## config.mk

```make
export PLATFORM = sky130hd
export DESIGN_NAME = commit_unit_multi
export DESIGN_NICKNAME = d
export VERILOG_FILES = /design/src/rtl/commit_unit_multi_pkg.sv /design/src/rtl/commit_unit_multi_slot_decode.sv /design/src/rtl/commit_unit_multi.sv
export SDC_FILE = /design/constraint.sdc
export NUM_CORES = 1
export LEC_CHECK = 0
export ABC_AREA = 1
export CAP_MARGIN = 20
export CORE_ASPECT_RATIO = 2
export CORE_MARGIN = 5
export CORE_UTILIZATION = 48
export DETAILED_ROUTE_END_ITERATION = 6
export GPL_TIMING_DRIVEN = 0
export HOLD_SLACK_MARGIN = 0.12
export MAX_ROUTING_LAYER = met4
export PLACE_DENSITY = 0.87
export SYNTH_ARGS = -nofsm -noshare
export SYNTH_HDL_FRONTEND = slang
export SYNTH_SLANG_ARGS = --single-unit
```

## constraint.sdc

```tcl
create_clock -name clk -period 10.1 [get_ports clk]
set_clock_uncertainty 0.1 [all_clocks]
set_input_delay 1.515 -clock clk [delete_from_list [all_inputs] [get_ports clk]]
set_output_delay 1.515 -clock clk [all_outputs]
set_load 0.1 [all_outputs]
```

## src/rtl/commit_unit_multi_pkg.sv

```systemverilog
// LC-3b shared types: opcodes, commit FSM states and CC helpers.
package lc3b_types;

  typedef logic [15:0] lc3b_word;
  typedef logic [2:0]  lc3b_nzp;

  typedef enum logic [3:0] {
    op_br   = 4'b0000,
    op_add  = 4'b0001,
    op_ldb  = 4'b0010,
    op_stb  = 4'b0011,
    op_jsr  = 4'b0100,
    op_and  = 4'b0101,
    op_ldr  = 4'b0110,
    op_str  = 4'b0111,
    op_rti  = 4'b1000,
    op_not  = 4'b1001,
    op_ldi  = 4'b1010,
    op_sti  = 4'b1011,
    op_jmp  = 4'b1100,
    op_shf  = 4'b1101,
    op_lea  = 4'b1110,
    op_trap = 4'b1111
  } lc3b_opcode;

  typedef enum logic {
    IDLE = 1'b0,
    WAIT = 1'b1
  } commit_state_t;

  // Opcodes whose result writes a register and sets the condition codes.
  function automatic logic is_alu_class(lc3b_opcode op);
    return (op == op_add) || (op == op_and) || (op == op_not) ||
           (op == op_shf) || (op == op_lea) || (op == op_ldr);
  endfunction

  // Opcodes that must go through the data memory handshake.
  function automatic logic is_store_class(lc3b_opcode op);
    return (op == op_str) || (op == op_stb);
  endfunction

  // Condition codes {n,z,p} produced by a written value.
  function automatic lc3b_nzp gencc(lc3b_word v);
    if (v[15])            return 3'b100;
    else if (v == 16'h0)  return 3'b010;
    else                  return 3'b001;
  endfunction

  // Branch condition: any selected flag set.
  function automatic logic cccomp(lc3b_nzp cc, lc3b_nzp nzp);
    return |(cc & nzp);
  endfunction

endpackage

```

## src/rtl/commit_unit_multi_slot_decode.sv

```systemverilog
// One head slot: classifies the entry, extends the retirement prefix,
// propagates the CC chain and resolves branch direction.
module commit_slot_decode
  import lc3b_types::*;
#(
  parameter int DATA_WIDTH = 16
) (
  input  logic                  alive_i,
  input  logic                  valid_i,
  input  logic [3:0]            opcode_i,
  input  logic [2:0]            nzp_i,
  input  logic [DATA_WIDTH-1:0] value_i,
  input  logic                  predict_i,
  input  logic [2:0]            cc_i,
  output logic                  retire_o,
  output logic                  write_o,
  output logic                  mispredict_o,
  output logic [2:0]            cc_o
);

  lc3b_opcode op;
  logic       alu;
  logic       jsr;
  logic       br;
  logic       store;
  logic       taken;

  assign op    = lc3b_opcode'(opcode_i);
  assign alu   = is_alu_class(op);
  assign jsr   = (op == op_jsr);
  assign br    = (op == op_br);
  assign store = is_store_class(op);

  // Stores never retire through the prefix; slot 0 stores use the FSM path.
  assign retire_o     = alive_i && valid_i && !store;
  assign taken        = cccomp(cc_i, nzp_i);
  assign mispredict_o = retire_o && br && (taken != predict_i);
  assign write_o      = alu || jsr;
  assign cc_o         = (retire_o && alu) ? gencc(lc3b_word'(value_i)) : cc_i;

endmodule

```

## src/rtl/commit_unit_multi.sv

```systemverilog
// In-order multi-slot retirement: prefix retire, CC chain, branch
// redirect, store handshake and performance counters.
module commit_unit_multi
  import lc3b_types::*;
#(
  parameter int COMMIT_WIDTH = 2,
  parameter int DATA_WIDTH   = 16,
  parameter int TAG_WIDTH    = 3,
  parameter int CNT_WIDTH    = 32
) (
  input  logic                                clk,
  input  logic                                rst,
  input  logic [COMMIT_WIDTH-1:0]             head_valid,
  input  logic [COMMIT_WIDTH*4-1:0]           head_opcode,
  input  logic [COMMIT_WIDTH*3-1:0]           head_dest,
  input  logic [COMMIT_WIDTH*DATA_WIDTH-1:0]  head_value,
  input  logic [COMMIT_WIDTH-1:0]             head_predict,
  input  logic [COMMIT_WIDTH*TAG_WIDTH-1:0]   head_rob_addr,
  input  logic [COMMIT_WIDTH*TAG_WIDTH-1:0]   rat_tag,
  input  logic                                dmem_resp,
  output logic [COMMIT_WIDTH*3-1:0]           rf_dest,
  output logic [COMMIT_WIDTH*DATA_WIDTH-1:0]  rf_value,
  output logic [COMMIT_WIDTH-1:0]             rf_ld_value,
  output logic [COMMIT_WIDTH-1:0]             rf_ld_busy,
  output logic [$clog2(COMMIT_WIDTH+1)-1:0]   retire_count,
  output logic                                flush,
  output logic                                pcmux_sel,
  output logic [15:0]                         new_pc,
  output logic                                dmem_write,
  output logic                                ldstr_re,
  output logic [CNT_WIDTH-1:0]                perf_retired,
  output logic [CNT_WIDTH-1:0]                perf_mispredict
);

  localparam int W   = COMMIT_WIDTH;
  localparam int DW  = DATA_WIDTH;
  localparam int TW  = TAG_WIDTH;
  localparam int RCW = $clog2(COMMIT_WIDTH + 1);

  commit_state_t  state_q, state_d;
  logic [2:0]     cc_q, cc_d;
  logic           flush_q, flush_d;
  logic [15:0]    pc_q, pc_d;
  logic [CNT_WIDTH-1:0] perf_ret_q, perf_mis_q;

  logic           slot0_store;
  logic           normal;
  logic           store_retire;
  logic [W-1:0]   retire_v, write_v, mis_v;

  // Prefix retirement is only open when no flush, no pending store and
  // slot 0 is not itself a store.
  assign slot0_store = head_valid[0] && is_store_class(lc3b_opcode'(head_opcode[3:0]));
  assign normal      = !rst && !flush_q && (state_q == IDLE) && !slot0_store;

  for (genvar g = 0; g < W; g++) begin : g_slot
    logic       alive, ret, wr, mis;
    logic [2:0] cc_in, cc_out;
    if (g == 0) begin : g_head
      assign alive = normal;
      assign cc_in = cc_q;
    end else begin : g_tail
      assign alive = g_slot[g-1].ret && !g_slot[g-1].mis;
      assign cc_in = g_slot[g-1].cc_out;
    end
    commit_slot_decode #(.DATA_WIDTH(DW)) u_dec (
      .alive_i      (alive),
      .valid_i      (head_valid[g]),
      .opcode_i     (head_opcode[g*4 +: 4]),
      .nzp_i        (head_dest[g*3 +: 3]),
      .value_i      (head_value[g*DW +: DW]),
      .predict_i    (head_predict[g]),
      .cc_i         (cc_in),
      .retire_o     (ret),
      .write_o      (wr),
      .mispredict_o (mis),
      .cc_o         (cc_out)
    );
    assign retire_v[g] = ret;
    assign write_v[g]  = wr;
    assign mis_v[g]    = mis;
  end

  assign cc_d    = g_slot[W-1].cc_out;
  assign flush_d = |mis_v;

  // Store handshake: request in the cycle slot 0 shows a store, hold until resp.
  always_comb begin
    state_d      = state_q;
    dmem_write   = 1'b0;
    ldstr_re     = 1'b0;
    store_retire = 1'b0;
    if (rst || flush_q) begin
      state_d = IDLE;
    end else begin
      case (state_q)
        IDLE: begin
          if (slot0_store) begin
            state_d    = WAIT;
            dmem_write = 1'b1;
          end
        end
        WAIT: begin
          dmem_write = 1'b1;
          if (dmem_resp) begin
            store_retire = 1'b1;
            ldstr_re     = 1'b1;
            state_d      = IDLE;
          end
        end
        default: state_d = IDLE;
      endcase
    end
  end

  // Regfile ports: a younger same-cycle writer to the same dest wins.
  always_comb begin
    rf_ld_value = '0;
    rf_ld_busy  = '0;
    rf_dest     = '0;
    rf_value    = '0;
    for (int i = 0; i < W; i++) begin
      if (retire_v[i] && write_v[i]) begin
        rf_ld_value[i] = 1'b1;
        for (int j = i + 1; j < W; j++) begin
          if (retire_v[j] && write_v[j] && (head_dest[j*3 +: 3] == head_dest[i*3 +: 3]))
            rf_ld_value[i] = 1'b0;
        end
      end
      rf_ld_busy[i] = rf_ld_value[i] && (rat_tag[i*TW +: TW] == head_rob_addr[i*TW +: TW]);
      if (rf_ld_value[i]) begin
        rf_dest[i*3 +: 3]    = head_dest[i*3 +: 3];
        rf_value[i*DW +: DW] = head_value[i*DW +: DW];
      end
    end
  end

  // Redirect target of the (at most one) mispredicting slot.
  always_comb begin
    pc_d = '0;
    for (int i = 0; i < W; i++) begin
      if (mis_v[i]) pc_d = 16'(head_value[i*DW +: DW]);
    end
  end

  // Entries popped this cycle: the prefix length, or the completing store.
  always_comb begin
    retire_count = '0;
    for (int i = 0; i < W; i++) retire_count = retire_count + RCW'(retire_v[i]);
    if (store_retire) retire_count = RCW'(1);
  end

  // Architectural and performance state.
  always_ff @(posedge clk or posedge rst) begin
    if (rst) begin
      state_q    <= IDLE;
      cc_q       <= 3'b010;
      flush_q    <= 1'b0;
      pc_q       <= '0;
      perf_ret_q <= '0;
      perf_mis_q <= '0;
    end else begin
      state_q    <= state_d;
      cc_q       <= cc_d;
      flush_q    <= flush_d;
      pc_q       <= pc_d;
      perf_ret_q <= perf_ret_q + CNT_WIDTH'(retire_count);
      perf_mis_q <= perf_mis_q + CNT_WIDTH'(flush_d);
    end
  end

  assign flush           = flush_q;
  assign pcmux_sel       = flush_q;
  assign new_pc          = pc_q;
  assign perf_retired    = perf_ret_q;
  assign perf_mispredict = perf_mis_q;

endmodule

```

==> flow_summary_export.csv, run 1 <==
group,metric,value,unit
status,status,"completed",
timing,period_needed,6310,ps
placed_design,port_buffers,192,
synth,synth_cell_types,45,
clocking,insertion_delay,330,ps
synth,avgSynthCellArea,8.17,um^2
clocking,cts_tree,"yes",
clocking,path_clk_slew,60,ps
finish,fin_cells,941,
die,placement_rows,52,
pwr,power_density,140,nW/um^2
synth,syn-num-nets,669,
placed_design,preCtsSetupSlack,3780,ps
global_routing,overflow,0,
die,die_h,153,um
drt,route.vias.total,4676,
global_routing,antenna_found_initial,0,
global_routing,grt_pass1_vias,5027,
worst_setup_path,startpoint_type,"primary input",
global_routing,grt_pass1_wl,23700,um
timing,hold_viol,0,
worst_setup_path,critPathLaunch,"rst",
synth,synthTopCellsByArea,"dfrtp_1 43%, nand2_1 9.5%, inv_1 7.7%",
worst_setup_path,worst-path-buf-inv,5,
timing,relSlewSlack,30.3,%
synth,syn_area,4880,um^2
min_path,hp-class,"reg -> reg",
worst_setup_path,endpoint,"rf_value[11]",
worst_setup_path,max_stage_delay,1150,ps
worst_setup_path,path_cells,"clkdlybuf4s50_1, nor2_4, nand3_2, nor2_1, nand3_1, nand2_2, inv_1, nand2_1, inv_2, nand2_1, nand2_1, buf_2, nor2_1, clkdlybuf4s50_1",
timing,max_freq,158,MHz
global_routing,grtUsageTotal,25.5,%
drt,drc,0,
synth,synth_flop_cell,"dfrtp_1",
placed_design,place_congestion,1.00,
finish,fill_cells,776,
die,die_area,12400,um^2
worst_setup_path,crit_family,"buffers and inverters",
clocking,root_buffer,"clkbuf_16",
worst_setup_path,cp.required,8490,ps
finish,final_common_cell,"clkdlybuf4s50_1",
pwr,combPwrFrac,30.7,%
drt,wl_per_cell,15.6,um
timing,tns,0,ps
worst_setup_path,crit_fanout,10,
worst_setup_path,path_class,"in -> out",
pwr,p_sw_share,36.8,%
synth,async_flop_share,100,%
clocking,cts_made_buffers,9,
drt,drt-initial-drc-count,190,
worst_setup_path,r2r_start,"cc_q[2]$_DFF_PP0_",
pwr,seqPwrFrac,37.0,%
drt,dr.pass1.iters,4,
pwr,pwr-share-clk,32.2,%
synth,yosysTopAreaCell,"dfrtp_1",
worst_setup_path,worst_setup_path_end_kind,"output port",
synth,synth_top_area_share,43.0,%
timing,drv_slew,0,
timing,tightest_slew,1040,ps
finish,layout-drive-gt1-share,8.56,%
timing,setup_viol,0,
drt,routed_wl,14700,um
synth,yosys_warnings,0,
pwr,p_int,648,uW
clocking,clockBufferDepth,2,
placed_design,hpwlAfterDp,12100,um
synth,synth-seq-cells,85,
worst_setup_path,crit_cells,14,
die,ios,193,
clocking,htreeDepth,3,
placed_design,dpl.cell_count,926,
pwr,total_power,1.02,mW
synth,synth_edf_count,0,
timing,period_share,62.5,%
worst_setup_path,r2r_end,"perf_mispredict[22]$_DFF_PP0_",
worst_setup_path,crit_arrival,4690,ps
pwr,max-vdd-ir-drop,0.000111,V
die,start_util,48.8,%
timing,setup_ws,3790,ps
worst_setup_path,crit_slowest_cell,"clkdlybuf4s50_1",
die,die_w,81.3,um
clocking,ctsHoldBuffers,0,
pwr,switchingPower,376,uW
pwr,p_leak,3.61,nW
worst_setup_path,regToRegSetupSlack,6270,ps
finish,final_cell_mix,"192 x clkdlybuf4s50_1, 123 x nand2_1, 99 x inv_1, 84 x dfrtp_1, 83 x nor2_1",
clocking,ctsResizeCount,0,
drt,ant_nets,0,
synth,netlist_instances,598,
synth,seq_area_frac_synth,43.6,%
worst_setup_path,r2r_cells,19,
finish,area_growth,49.6,%
clocking,postCtsSetupBuffers,0,
finish,utilization,72.9,%
die,core_region_area,10000,um^2
timing,rsz0062_at_grt,"false",
worst_setup_path,crit_top_cell,"nand2_1",
clocking,cts.sinks,85,
drt,viasPerCell,4.97,
global_routing,grt_max_degree,74,
finish,antenna_cells,0,
job,cap_violations,0,
finish,nets,873,
-- power groups by stage --
stage	combinational, mW	clock, mW	sequential [mW]
global route	0.333	0.351	0.383
global placement	0.310	0	0.384
floorplan	0.100	0	0.502
CTS	0.317	0.335	0.380
finish	0.315	0.330	0.379
detailed placement	0.316	0	0.386
-- registers in the layout (all words and copies together) (netlist names) --
name             count
cc_q                 3
flush                1
perf_retired        32
new_pc              16
state_q              1
perf_mispredict     32
-- area by class of cell --
type,count,area [um^2],share of cell area (%)
Inverter,102,385,5.27
Sequential cell,85,2130,29.1
Tap cell,135,169,2.31
Buffer,10,57.6,0.788
Multi-Input combinational cell,401,2320,31.7
Clock inverter,4,47.5,0.651
Clock buffer,11,253,3.46
Timing Repair Buffer,193,1950,26.7
-- routing by layer --
layer | global-route usage (%) | vias to the layer above | share of wire [%]
met2 | 46.6 | 180 | 56
met3 | 6.15 | 43 | 6.3
met4 | 12.7 | 0 | 4.7
met5 | - | - | 0
li1 | - | 2264 | -
met1 | 23.3 | 2189 | 33
-- kinds of logic after synthesis --
family          share of synthesized area (%)
simple gates                             32.6
buf+inv                                  9.02
flops                                    43.6
xor+xnor                                 11.5
compound gates                           1.64
fa+ha+maj                                1.69
-- worst min path at each step --
stage | start | endpoint | slack (ps) | depth (start not counted)
after floorplan | cc_q[1]$_DFF_PP1_ | cc_q[1]$_DFF_PP1_ | 470 | 4
after global placement | perf_retired[31]$_DFF_PP0_ | perf_retired[31]$_DFF_PP0_ | 360 | 1
after detailed placement | perf_retired[31]$_DFF_PP0_ | perf_retired[31]$_DFF_PP0_ | 370 | 1
after CTS | perf_retired[31]$_DFF_PP0_ | perf_retired[31]$_DFF_PP0_ | 380 | 1
after global routing | perf_retired[31]$_DFF_PP0_ | perf_retired[31]$_DFF_PP0_ | 420 | 1
final | perf_retired[31]$_DFF_PP0_ | perf_retired[31]$_DFF_PP0_ | 390 | 1
-- metrics by stage --
stage          cell area, um^2  hold WS (ps)
2_1_floorplan             4880           474
3_3_place_gp              6980           361
3_5_place_dp              7010           372
4_1_cts                   7310           384
5_1_grt                   7310           418
6_report                  7310           386
-- cell usage after synthesis (3+ instances only) --
library cell / n
buf_2: 4
clkbuf_1: 3
dfrtp_1: 84
ha_1: 5
inv_1: 100
nand2_1: 123
nand2_2: 7
nand3_1: 22
nand3_2: 10
nand4_1: 29
nor2_1: 83
nor2_2: 4
nor2_4: 8
nor3_1: 10
nor3_2: 3
nor4_1: 6
o21ai_0: 3
xnor2_1: 25
xor2_1: 39
(Power assumes the default switching activity.)
==> run 2, diff against run 1 <==
Settings changed: CORE_UTILIZATION 48 to 40, PLACE_DENSITY 0.87 to 0.78.
Clock period 10.1 ns to 5.3 ns, I/O delays scaled along.
==> run 2 against run 1 <==
Final cell count increased by 1.3%; die area increased by 18%; highest routed layer unchanged; via count decreased by 2.2%; first-iteration DRC count decreased by 31%; largest cell class unchanged; wire length decreased by 2.2%.
==> flow_summary_export.csv, run 2 (synthesis gave the netlist of run 1 again) <==
group,metric,value,unit
status,status,"completed",
placed_design,place_congestion,0.947,
timing,setup_viol,0,
drt,drt-initial-drc-count,132,
timing,rsz0062_at_grt,"false",
placed_design,port_buffers,192,
global_routing,overflow,0,
worst_setup_path,crit_family,"buffers and inverters",
drt,drc,0,
timing,max_freq,208,MHz
pwr,p_leak,3.63,nW
pwr,power_density,275,nW/um^2
clocking,htreeDepth,3,
clocking,cts.sinks,85,
worst_setup_path,path_cells,"clkdlybuf4s50_1, nor2_4, nand3_2, nor2_1, nand3_1, nand2_2, inv_1, nand2_1, inv_2, nand2_1, nand2_1, buf_2, nor2_1, clkdlybuf4s50_1",
finish,utilization,61.1,%
timing,drv_slew,0,
die,die_area,14700,um^2
global_routing,grt_max_degree,55,
global_routing,grtUsageTotal,21.0,%
job,cap_violations,0,
global_routing,grt_pass1_vias,4882,
worst_setup_path,crit_slowest_cell,"clkdlybuf4s50_1",
clocking,path_clk_slew,70,ps
global_routing,gr-usage-met2,39.9,%
worst_setup_path,crit_fanout,10,
min_path,hold_start,"perf_retired[31]$_DFF_PP0_",
worst_setup_path,worst_setup_path_end_kind,"output port",
clocking,postCtsSetupBuffers,0,
drt,routed_wl,14300,um
die,start_util,40.5,%
min_path,hp-class,"reg -> reg",
worst_setup_path,cp.required,4410,ps
timing,relSlewSlack,30.8,%
timing,hold_viol,0,
drt,route.vias.total,4572,
finish,area_growth,50.8,%
drt,ant_nets,0,
global_routing,gr-usage-met3,2.78,%
finish,antenna_cells,0,
worst_setup_path,crit_top_cell,"nand2_1",
die,core_region_area,12100,um^2
worst_setup_path,crit_arrival,3920,ps
clocking,ctsResizeCount,0,
drt,wl_per_cell,15.0,um
clocking,cts_tree,"yes",
drt,dr.pass1.iters,4,
die,die_h,166,um
timing,period_needed,4820,ps
finish,final_cell_mix,"192 x clkdlybuf4s50_1, 123 x nand2_1, 99 x inv_1, 84 x dfrtp_1, 83 x nor2_1",
global_routing,antenna_found_initial,0,
clocking,ctsHoldBuffers,0,
clocking,root_buffer,"clkbuf_16",
die,placement_rows,57,
die,die_w,88.1,um
timing,tightest_slew,1030,ps
clocking,insertion_delay,330,ps
drt,viasPerCell,4.80,
finish,final_common_cell,"clkdlybuf4s50_1",
worst_setup_path,worst-path-buf-inv,5,
worst_setup_path,startpoint_type,"primary input",
placed_design,hpwlAfterDp,11800,um
global_routing,grt_pass1_wl,23400,um
clocking,cts_made_buffers,9,
clocking,clockBufferDepth,2,
pwr,max-vdd-ir-drop,0.000406,V
worst_setup_path,max_stage_delay,1150,ps
worst_setup_path,r2r_start,"flush$_DFF_PP0_",
finish,nets,873,
placed_design,dpl.cell_count,938,
die,ios,193,
finish,fin_cells,953,
global_routing,grt.busiest_layer,"met2",
worst_setup_path,critPathLaunch,"rst",
timing,tns,0,ps
global_routing,grt_use_met1,19.8,%
worst_setup_path,path_class,"in -> out",
timing,period_share,90.9,%
finish,layout-drive-gt1-share,8.68,%
[run 2: cell types whose count changed in the layout (fill, tap and decap cells not counted)]
| cell | previous run | this run |
|---|---|---|
| bufinv_16 | 1 | 3 |
| clkbuf_8 | 2 | 0 |
| clkinv_2 | 2 | 1 |
| clkinv_4 | 0 | 2 |
| clkinvlp_4 | 1 | 0 |
| nor4_1 | 6 | 5 |
| nor4_2 | 0 | 1 |
[run 2: path summary, 6_finish.rpt]
kind / endpoint / slack (ps) / depth (start not counted)
min in group asynchronous: flush$_DFF_PP0_ / 800 / 2
setup reg to reg: perf_mispredict[22]$_DFF_PP0_ / 1500 / 18
hold / removal: perf_retired[31]$_DFF_PP0_ / 380 / 1
hold reg to reg: perf_retired[31]$_DFF_PP0_ / 380 / 1
max in group asynchronous: perf_retired[9]$_DFF_PP0_ / 3680 / 3
setup / recovery: rf_value[13] / 480 / 14
[run 2: worst register-to-register path: stages, from the launching register on]
cell and delay [ps]:
dfrtp_1 420, nor2_4 180, nand3_2 150, nor3b_2 200, nand2_2 100, nor3_4 320
nand3_4 170, buf_6 180, nand2_1 130, ha_1 220, ha_1 200, nand3_1 110
nor2_1 140, nand4_1 220, nor3_2 290, and2_4 230, nand2_2 60, nor2_1 120
xor2_1 170
[run 2: where the power goes]
| part | total [mW] | switching, mW | internal [mW] | leakage (nW) |
|---|---|---|---|---|
| registers | 0.720 | 0.0313 | 0.688 | 1.11 |
| clock network | 0.713 | 0.254 | 0.459 | 0.165 |
| logic | 0.591 | 0.431 | 0.160 | 2.35 |
| total | 2.02 | 0.716 | 1.31 | 3.63 |
[run 2: metal layers]
layer	vias up	wire length, um
li1	2267	-
met1	2111	4830
met2	161	8350
met3	33	582
met4	0	570
met5	-	0
[run 2: stage by stage]
stage	instance area (um^2)	power [mW]	setup slack, ps	hold slack, ps
after floorplan	4890	1.15	197	474
after global placement	7000	1.32	491	364
after detailed placement	7030	1.33	422	367
after CTS	7360	2.04	420	380
after global routing	7360	2.10	265	406
final	7360	2.02	483	377
[run 2: area by class of cell]
type / instances / area (um^2)
Buffer: 10 / 57.6
Clock buffer: 9 / 225
Clock inverter: 6 / 113
Fill cell: 1048 / 4690
Inverter: 102 / 385
Multi-Input combinational cell: 401 / 2320
Sequential cell: 85 / 2130
Tap cell: 147 / 184
Timing Repair Buffer: 193 / 1950
